<file path="config.mk">
export PLATFORM = sky130hd
export DESIGN_NAME = irig_pwm_symdec
export DESIGN_NICKNAME = d
export VERILOG_FILES = /design/src/rtl/irig_pwm_symdec.sv
export SDC_FILE = /design/constraint.sdc
export NUM_CORES = 1
export LEC_CHECK = 0
export ABC_AREA = 1
export CAP_MARGIN = 20
export CORE_ASPECT_RATIO = 0.75
export CORE_UTILIZATION = 55
export DETAILED_ROUTE_END_ITERATION = 8
export GPL_ROUTABILITY_DRIVEN = 0
export PLACE_DENSITY = 0.75
export SLEW_MARGIN = 20
export SYNTH_ARGS = -nofsm -noshare
export SYNTH_HDL_FRONTEND = slang
export SYNTH_SLANG_ARGS = --single-unit
</file>
<file path="constraint.sdc">
create_clock -name carrier -period 2.25 [get_ports carrier]
set_input_delay 0.45 -clock carrier [delete_from_list [all_inputs] [get_ports carrier]]
set_output_delay 0.45 -clock carrier [all_outputs]
set_load 0.02 [all_outputs]
</file>
<file path="src/rtl/irig_pwm_symdec.sv">
// irig_pwm_symdec
//   Decodes an IRIG-B DC-level (pulse-width modulated) time code into
//   symbols (data 0, data 1, position marker) and tracks frame alignment.
//   Each symbol is classified from the length of its high pulse, measured
//   in carrier cycles. Two consecutive markers establish frame lock.
//   While locked, each symbol must match the marker/data layout of a frame.
//
// Parameters
//   CYC_PER_MS  carrier cycles per millisecond (4..25)
//   TOUT_MS     symbol-gap timeout in milliseconds
//
// Ports
//   carrier      in   sole clock, rising edge
//   reset        in   synchronous, active-low
//   irig_in      in   asynchronous PWM time code
//   sym_valid    out  one-cycle strobe, classified symbol
//   sym_bit      out  data value (with sym_valid)
//   sym_marker   out  position marker (with sym_valid)
//   sym_err      out  one-cycle strobe, malformed pulse or gap timeout
//   locked       out  frame alignment achieved
//   frame_start  out  strobe with sym_valid of the symbol at index 0
//   bit_idx      out  frame position 0..99 (0 when not locked)
module irig_pwm_symdec #(
    parameter int CYC_PER_MS = 10,
    parameter int TOUT_MS    = 12
) (
    input  logic       carrier,
    input  logic       reset,
    input  logic       irig_in,
    output logic       sym_valid,
    output logic       sym_bit,
    output logic       sym_marker,
    output logic       sym_err,
    output logic       locked,
    output logic       frame_start,
    output logic [6:0] bit_idx
);

    // Pulse-width thresholds (truncated 1, 3.5, 6.5, 9.5 ms)
    localparam logic [7:0]  T_ERR   = 8'(CYC_PER_MS);
    localparam logic [7:0]  T_B0    = 8'((7 * CYC_PER_MS) / 2);
    localparam logic [7:0]  T_B1    = 8'((13 * CYC_PER_MS) / 2);
    localparam logic [7:0]  T_MK    = 8'((19 * CYC_PER_MS) / 2);
    localparam logic [7:0]  H_OVR   = T_MK + 8'd1;
    localparam logic [15:0] GAP_LIM = 16'(TOUT_MS * CYC_PER_MS);
    localparam logic [15:0] GAP_PRE = GAP_LIM - 16'd1;

    typedef enum logic [1:0] {
        HUNT,
        GOT_M1,
        LOCKED
    } frame_state_t;

    frame_state_t state, state_nxt;

    logic        sync1, irig_s, irig_d;
    logic [1:0]  sync_ok;
    logic        armed, pulse_ok;
    logic [7:0]  h_cnt;
    logic [15:0] gap_cnt;

    logic        rise, fall, ov_err, gap_err;
    logic        ev_sym, ev_bit, ev_mk, ev_err;
    logic [6:0]  idx_nxt, exp_idx;
    logic        fs_nxt;

    function automatic logic is_marker_pos(input logic [6:0] i);
        case (i)
            7'd0, 7'd9, 7'd19, 7'd29, 7'd39, 7'd49,
            7'd59, 7'd69, 7'd79, 7'd89, 7'd99: is_marker_pos = 1'b1;
            default:                           is_marker_pos = 1'b0;
        endcase
    endfunction

    assign rise = irig_s & ~irig_d;
    assign fall = ~irig_s & irig_d;

    // Overrun fires once when H steps past the marker limit; the rise cycle
    // is excluded because H still holds the previous pulse's width there.
    assign ov_err  = irig_s & ~rise & pulse_ok & (h_cnt == H_OVR);
    assign gap_err = ~irig_s & (gap_cnt == GAP_PRE);

    // Symbol classification, errors take precedence over an edge
    always_comb begin
        ev_sym = 1'b0;
        ev_bit = 1'b0;
        ev_mk  = 1'b0;
        ev_err = 1'b0;
        if (ov_err || gap_err) begin
            ev_err = 1'b1;
        end else if (fall && pulse_ok) begin
            if (h_cnt < T_ERR) begin
                ev_err = 1'b1;
            end else if (h_cnt <= T_B0) begin
                ev_sym = 1'b1;
            end else if (h_cnt <= T_B1) begin
                ev_sym = 1'b1;
                ev_bit = 1'b1;
            end else if (h_cnt <= T_MK) begin
                ev_sym = 1'b1;
                ev_mk  = 1'b1;
            end else if (h_cnt == H_OVR) begin
                // Fell exactly as H reached the overrun value, so the
                // overrun strobe never fired; longer pulses were reported.
                ev_err = 1'b1;
            end
        end
    end

    // Frame tracking, evaluated on the same event that is being registered
    // so locked/bit_idx change together with sym_valid/sym_err.
    always_comb begin
        state_nxt = state;
        idx_nxt   = bit_idx;
        fs_nxt    = 1'b0;
        exp_idx   = (bit_idx == 7'd99) ? 7'd0 : bit_idx + 7'd1;
        case (state)
            HUNT: begin
                idx_nxt = '0;
                if (ev_mk) state_nxt = GOT_M1;
            end
            GOT_M1: begin
                idx_nxt = '0;
                if (ev_mk) begin
                    state_nxt = LOCKED;
                    fs_nxt    = 1'b1;
                end else if (ev_sym || ev_err) begin
                    state_nxt = HUNT;
                end
            end
            LOCKED: begin
                if (ev_err) begin
                    state_nxt = HUNT;
                    idx_nxt   = '0;
                end else if (ev_sym) begin
                    if (ev_mk == is_marker_pos(exp_idx)) begin
                        idx_nxt = exp_idx;
                        fs_nxt  = (exp_idx == 7'd0);
                    end else begin
                        // A misplaced marker may itself open a new frame
                        state_nxt = ev_mk ? GOT_M1 : HUNT;
                        idx_nxt   = '0;
                    end
                end
            end
            default: begin
                state_nxt = HUNT;
                idx_nxt   = '0;
            end
        endcase
    end

    always_ff @(posedge carrier) begin
        if (!reset) begin
            sync1       <= 1'b0;
            irig_s      <= 1'b0;
            irig_d      <= 1'b0;
            sync_ok     <= '0;
            armed       <= 1'b0;
            pulse_ok    <= 1'b0;
            h_cnt       <= '0;
            gap_cnt     <= '0;
            state       <= HUNT;
            bit_idx     <= '0;
            sym_valid   <= 1'b0;
            sym_bit     <= 1'b0;
            sym_marker  <= 1'b0;
            sym_err     <= 1'b0;
            frame_start <= 1'b0;
        end else begin
            sync1   <= irig_in;
            irig_s  <= sync1;
            irig_d  <= irig_s;
            sync_ok <= {sync_ok[0], 1'b1};

            // After reset the synchronizer refills from zero, which looks
            // like a rise mid-pulse; only a genuinely observed low arms
            // classification of the following pulse.
            if (sync_ok[1] && !irig_s) armed <= 1'b1;
            if (rise)      pulse_ok <= armed;
            else if (fall) pulse_ok <= 1'b0;

            if (rise)                         h_cnt <= 8'd1;
            else if (irig_s && h_cnt != '1)   h_cnt <= h_cnt + 8'd1;

            if (rise)                            gap_cnt <= '0;
            else if (!irig_s && gap_cnt != GAP_LIM) gap_cnt <= gap_cnt + 16'd1;

            state       <= state_nxt;
            bit_idx     <= idx_nxt;
            sym_valid   <= ev_sym;
            sym_bit     <= ev_bit;
            sym_marker  <= ev_mk;
            sym_err     <= ev_err;
            frame_start <= fs_nxt;
        end
    end

    assign locked = (state == LOCKED);

endmodule

</file>
Word level (Yosys, flattened, before mapping)

Index checks and enable logic that the tools add are counted.

Bits in registers: 45
Input bits: 3
Logic and storage cells: 117

$add $sub $neg: 3
$lt $le $gt $ge: 4
Equal/unequal tests: 22
Multiplexer cells: 43
Bitwise operators: 12
Reduce and logical (&&, ||, !) cells: 16

Operators with widths:

| cell                  | number |
|---|---|
| $eq 7x7->1 const B    | 5 |
| $mux 1                | 33 |
| $eq 7x6->1 const B    | 3 |
| $add 16x1->16 const B | 1 |
| $eq 16x7->1 const B   | 1 |
| $le 8x7->1 const B    | 2 |
| $ne 16x7->1 const B   | 1 |
| $eq 7x5->1 const B    | 2 |
| $mux 7                | 2 |
| $mux 2                | 6 |
| $reduce_or 11->1      | 1 |
| $add 8x1->8 const B   | 1 |
| $eq 8x7->1 const B    | 1 |
| $le 8x6->1 const B    | 1 |
| $lt 8x4->1 const B    | 1 |
| $ne 8x8->1 const B    | 1 |
| $add 7x1->7 const B   | 1 |
| $eq 7x4->1 const B    | 1 |
| $logic_not 7->1       | 1 |
| $and 1x1->1           | 6 |
| $ne 3x3->1 const B    | 2 |
| $not 1->1             | 6 |
| $pmux 2 s3            | 1 |
| $reduce_or 5->1       | 1 |
| 14 further kinds      | 19 |

Depth between registers and ports, before layout

Depth after elaboration: 16
Depth in mapped cells: 18

Least setup slack after synthesis

No wires, ideal clock.

Kind: reg-to-reg
From: register bit_idx[0]
To: register bit_idx[1]
Library setup time: 0.113 ns
Data arrival time: 2.093 ns
Required time: 2.137 ns
Slack: 0.044 ns
Stages on the path, launching flop included: 16
Path buffers: 1
Period minus slack after synthesis: 2.206 ns
Cell sequence: dfxtp_1 > ha_1 > nand2_1 > inv_2 > nand3_4 > nand3_2 > nand2_1 > o21bai_1 > nand2_1 > nand2_1 > nand2_1 > nand2_1 > and2_1 > buf_6 > o21ai_1 > inv_1

Word-level cells in the longest chain between the ends: 10
Elaborated cells on any way between the ends: 21
Classes of those cells: add/sub: 1; eq/ne: 12; mux: 6; reduce/logical: 2

Ends and longest elaborated chain:

| item                                      | RTL line | RTL |
|---|---|---|
| from (decl)                               | 36       | `output logic [6:0] bit_idx` |
| from (signal assigned)                    | 190      | `bit_idx <= idx_nxt;` |
| $add 7x1->7 or $eq 7x7->1 (tied branches) | 116      | `exp_idx = (bit_idx == 7'd99) ? 7'd0 : bit_idx + 7'd1;` |
| $mux 7 *                                  | 116      |  |
| $eq 7x4->1, or another cell as far along  | 68       | `case (i)` |
| $reduce_or 11->1                          | 68       |  |
| $mux 1                                    | 68       |  |
| $mux 1                                    | 135      | `end else if (ev_sym) begin` |
| $mux 1                                    | 132      | `if (ev_err) begin` |
| $mux 1                                    | 117      | `case (state)` |
| $eq 1x1->1                                | 136      | `if (ev_mk == is_marker_pos(exp_idx)) begin` |
| $mux 7 *                                  | 136      |  |

Mark *: on every way between the ends. The rest lies on a longest branch, timed or not. The select of a mux whose other input is x is not followed.
A chain may end at the register's enable or synchronous reset.

Worst setup path in the final report

From: register state[0]
To: output port locked

Word-level cells in the longest chain between the ends: 1

Ends and longest elaborated chain:

| item                   | RTL line | RTL |
|---|---|---|
| from (decl)            | 54       | `frame_state_t state, state_nxt;` |
| from (signal assigned) | 189      | `state <= state_nxt;` |
| $eq 2x2->1             | 199      | `assign locked = (state == LOCKED);` |
| to (decl)              | 34       | `output logic locked,` |

Every way passes these cells.

==> run_results.csv <==
group,metric,value,unit
route,ant_nets,0,
pwr,powerDensity,515,mW/mm2
timing,final.period_utilization,0.922,
clock_network,cts-hold-fix-buffers,0,
final_layout,nFillCells,399,
worst_setup_path,cp_top_family,"buffers and inverters",
floorplanning,rows,21,
worst_setup_path,timing.rr.start,"bit_idx[0]",
place,place.detailed.hpwl,4280,um
worst_hold_path,hold_class,"reg -> reg",
floorplanning,start_util,0.589,
route,first_pass_iters,5,
worst_setup_path,cpMaxStageDelayCell,"clkdlybuf4s50_1",
logic_synthesis,ys_seq_area_frac,0.334,
logic_synthesis,synth_top_area_frac,0.334,
global_routing,grt_max_degree,14,
pwr,power_switching,424,uW
final_layout,final_common_cell,"nand2_1",
route,drtIter0Drc,214,
worst_setup_path,cp_max_fo,5,
final_layout,syn_to_final_growth,15.9,%
logic_synthesis,avgSynthCellArea,6.91,um2
global_routing,gr-total-overflow,0,
logic_synthesis,yosys.area_share.adder,0.0743,
worst_setup_path,rrSetupSlack,0.22,ns
logic_synthesis,synth_top_family_by_area,"simple AND/OR/NAND/NOR gates",
floorplanning,die_y,62.6,um
worst_setup_path,critPathLaunchType,"register",
clock_network,clk_path_buf_depth,2,
place,placed_area,0.00297,mm2
logic_synthesis,synthesis.nets,409,
logic_synthesis,synth-xor-area-share,0.00929,
worst_setup_path,cp.buffers_inverters,2,
global_routing,grt_pass1_vias,2305,
worst_setup_path,slowest_delay,0.64,ns
worst_setup_path,cp.arrival,1.62,ns
floorplanning,chipWidth,82.8,um
worst_setup_path,cp-end-kind,"primary output",
logic_synthesis,async_flop_share,0,
worst_setup_path,crit_chain,"inv_1, ha_1, clkdlybuf4s50_1",
logic_synthesis,synth-main-ff-cell,"dfxtp_1",
clock_network,htreeDepth,2,
timing,fin_crit,2.07,ns
global_routing,grt_pass1_wl,10200,um
logic_synthesis,synth-edff-count,0,
logic_synthesis,yosys_register_bits,45,
worst_setup_path,r2r_cells,13,
pwr,sw_frac_of_total,0.264,
final_layout,final_layout_size_suffix_gt1_frac,0.165,
logic_synthesis,yosysTopAreaCell,"dfxtp_1",
timing,slew_violations,0,
logic_synthesis,synth.distinct_cells,39,
logic_synthesis,synthesis.area,0.00270,mm2
route,drt-total-wl,5560,um
pwr,p_seq_frac,0.518,
logic_synthesis,synthTopCellsByArea,"dfxtp_1, nand2_1, inv_1",
pwr,p_clk_frac,0.339,
worst_setup_path,path_depth,3,
floorplanning,core-area,0.00457,mm2
place,dp_cells,469,
floorplanning,num_io_pins,16,
logic_synthesis,synth_warnings,0,
worst_setup_path,crit_end,"locked",
place,port_buffers,15,
worst_setup_path,worstPathRequired,1.80,ns
final_layout,fin_nets,441,
worst_setup_path,crit_start,"state[0]",
job,maxCapViolations,0,
timing,setup_viol,0,
worst_setup_path,reg2reg_to,"bit_idx[4]",
logic_synthesis,synthCells,390,
floorplanning,die_area,0.00519,mm2
timing,finalHoldViolCount,0,
route,routedWlPerCell,11.6,um
timing,setup-tns-final,0,ns
clock_network,clk_pin_slew_worst_paths,0.08,ns
route,vias_per_cell,5.19,
logic_synthesis,synthMuxAreaShare,0,
global_routing,antenna_found_initial,0,
clock_network,clock_sinks,45,
logic_synthesis,synth_compound_area_frac,0.127,
final_layout,fin_area,0.00312,mm2
global_routing,grt_usage,0.237,
clock_network,cts-buffers-inserted,5,
pwr,ir_drop,0.333,mV
status,status,"completed",
timing,fmax,482,MHz
timing,tightest_slew,0.477,ns
clock_network,clk_latency,0.30,ns
route,num_vias,2491,
final_layout,mostFrequentLayoutCells,"nand2_1, inv_1, dfxtp_1",
pwr,p_int,1.18,mW
timing,relSlewSlack,0.681,
pwr,p_comb_frac,0.142,
clock_network,cts_tree,"built",
timing,worst_hold_slack,0.415,ns
worst_setup_path,critical_path_class,"reg -> out",
pwr,p_leak,1.31,nW
final_layout,antenna_cells,0,
clock_network,cts_root_buffer,"clkbuf_8",
final_layout,layout.cells.non_filler,480,
logic_synthesis,synth-simple-area-share,0.341,
route,drc_errors,0,
timing,finalClockSkew,0.00550,ns
worst min-delay path by stage:
stage	to	startpoint	cells past startpoint	slack, ns
floorplan	irig_s	sync1	2	0.39
global placement	sync_ok[1]	sync_ok[0]	2	0.40
detailed placement	sync_ok[1]	sync_ok[0]	2	0.40
CTS	sync_ok[1]	sync_ok[0]	2	0.42
global route	sync_ok[1]	sync_ok[0]	2	0.44
finish	sync_ok[1]	sync_ok[0]	2	0.41
synthesized netlist by cell type (2+ instances only):
library cell	n
nand2_1	69
dfxtp_1	45
nor2_1	46
buf_2	2
a21oi_1	29
nand2_2	2
nor4_1	4
nor2_2	4
nand3_1	24
nor3_1	15
a21oi_2	2
o21ai_1	3
ha_1	16
nand3_2	11
inv_2	12
o21ai_0	15
o21bai_1	3
inv_1	58
buf_6	2
clkbuf_1	2
nand4_1	8
logic make-up (layout without fill, tap and decap cells):
family,Yosys count,count (layout)
adder cells (fa/ha/maj),16,16
AO/OA/AOI/OAI,60,60
buffers and inverters,77,110
flip-flops,45,45
AND/OR/NAND/NOR,190,190
XOR/XNOR,2,2
layout make-up:
| type | count | area, um2 | share of cell area |
|---|---|---|---|
| clock inverter | 1 | 5.00 | 0.00160 |
| sequential | 45 | 902 | 0.289 |
| inverter | 71 | 269 | 0.0861 |
| clock buffer | 7 | 96.3 | 0.0308 |
| tap | 57 | 71.3 | 0.0228 |
| multi-input combinational | 268 | 1510 | 0.483 |
| timing repair buffer | 31 | 270 | 0.0865 |
layer usage:
layer	track usage	wire, um	vias up
met5	0	0	-
met4	0.0582	55	0
met3	0.0410	221	8
met2	0.346	2230	48
met1	0.358	3060	1109
li1	-	-	1326
power by group through the flow:
stage	clock network [mW]	registers, mW	logic, mW
final	0.546	0.833	0.229
after global routing	0.589	0.837	0.265
after CTS	0.555	0.833	0.227
after detailed placement	0	0.852	0.226
after global placement	0	0.852	0.222
after floorplan	0	0.850	0.166
timing repair:
item                       in CTS  in global routing
resized for setup               1                 11
setup endpoints to repair       1                 13
gates cloned                    0                  0
setup buffers                   0                  3
pin swaps                       0                  2
worst reg2reg max path, stage by stage (launching register included):
cell	delay, ns
dfxtp_1	0.34
ha_2	0.24
nand2_1	0.08
inv_2	0.07
nand3_4	0.12
nand3_2	0.15
nand2_1	0.09
o21bai_1	0.17
nand2_1	0.07
nand2_1	0.06
nand3_1	0.10
and2_4	0.23
nand3_2	0.10
a21oi_1	0.14
stage by stage:
step	utilization	total power, mW	setup slack (ns)
after floorplan	-	1.02	0.0437
after global placement	0.651	1.07	0.0560
after detailed placement	0.651	1.08	0.0324
after CTS	0.673	1.62	0.0209
after global routing	0.683	1.69	-0.00591
final	0.683	1.61	0.176
flip-flops by register name (all words and copies together), names as in the netlist:
| signal | count |
|---|---|
| sym_err | 1 |
| irig_s | 1 |
| sym_valid | 1 |
| armed | 1 |
| sync1 | 1 |
| sym_marker | 1 |
| sym_bit | 1 |
| sync_ok | 2 |
| state | 2 |
| irig_d | 1 |
| bit_idx | 7 |
| h_cnt | 8 |
| gap_cnt | 16 |
| pulse_ok | 1 |
| frame_start | 1 |
No activity file was read; power rests on OpenSTA's default activity.
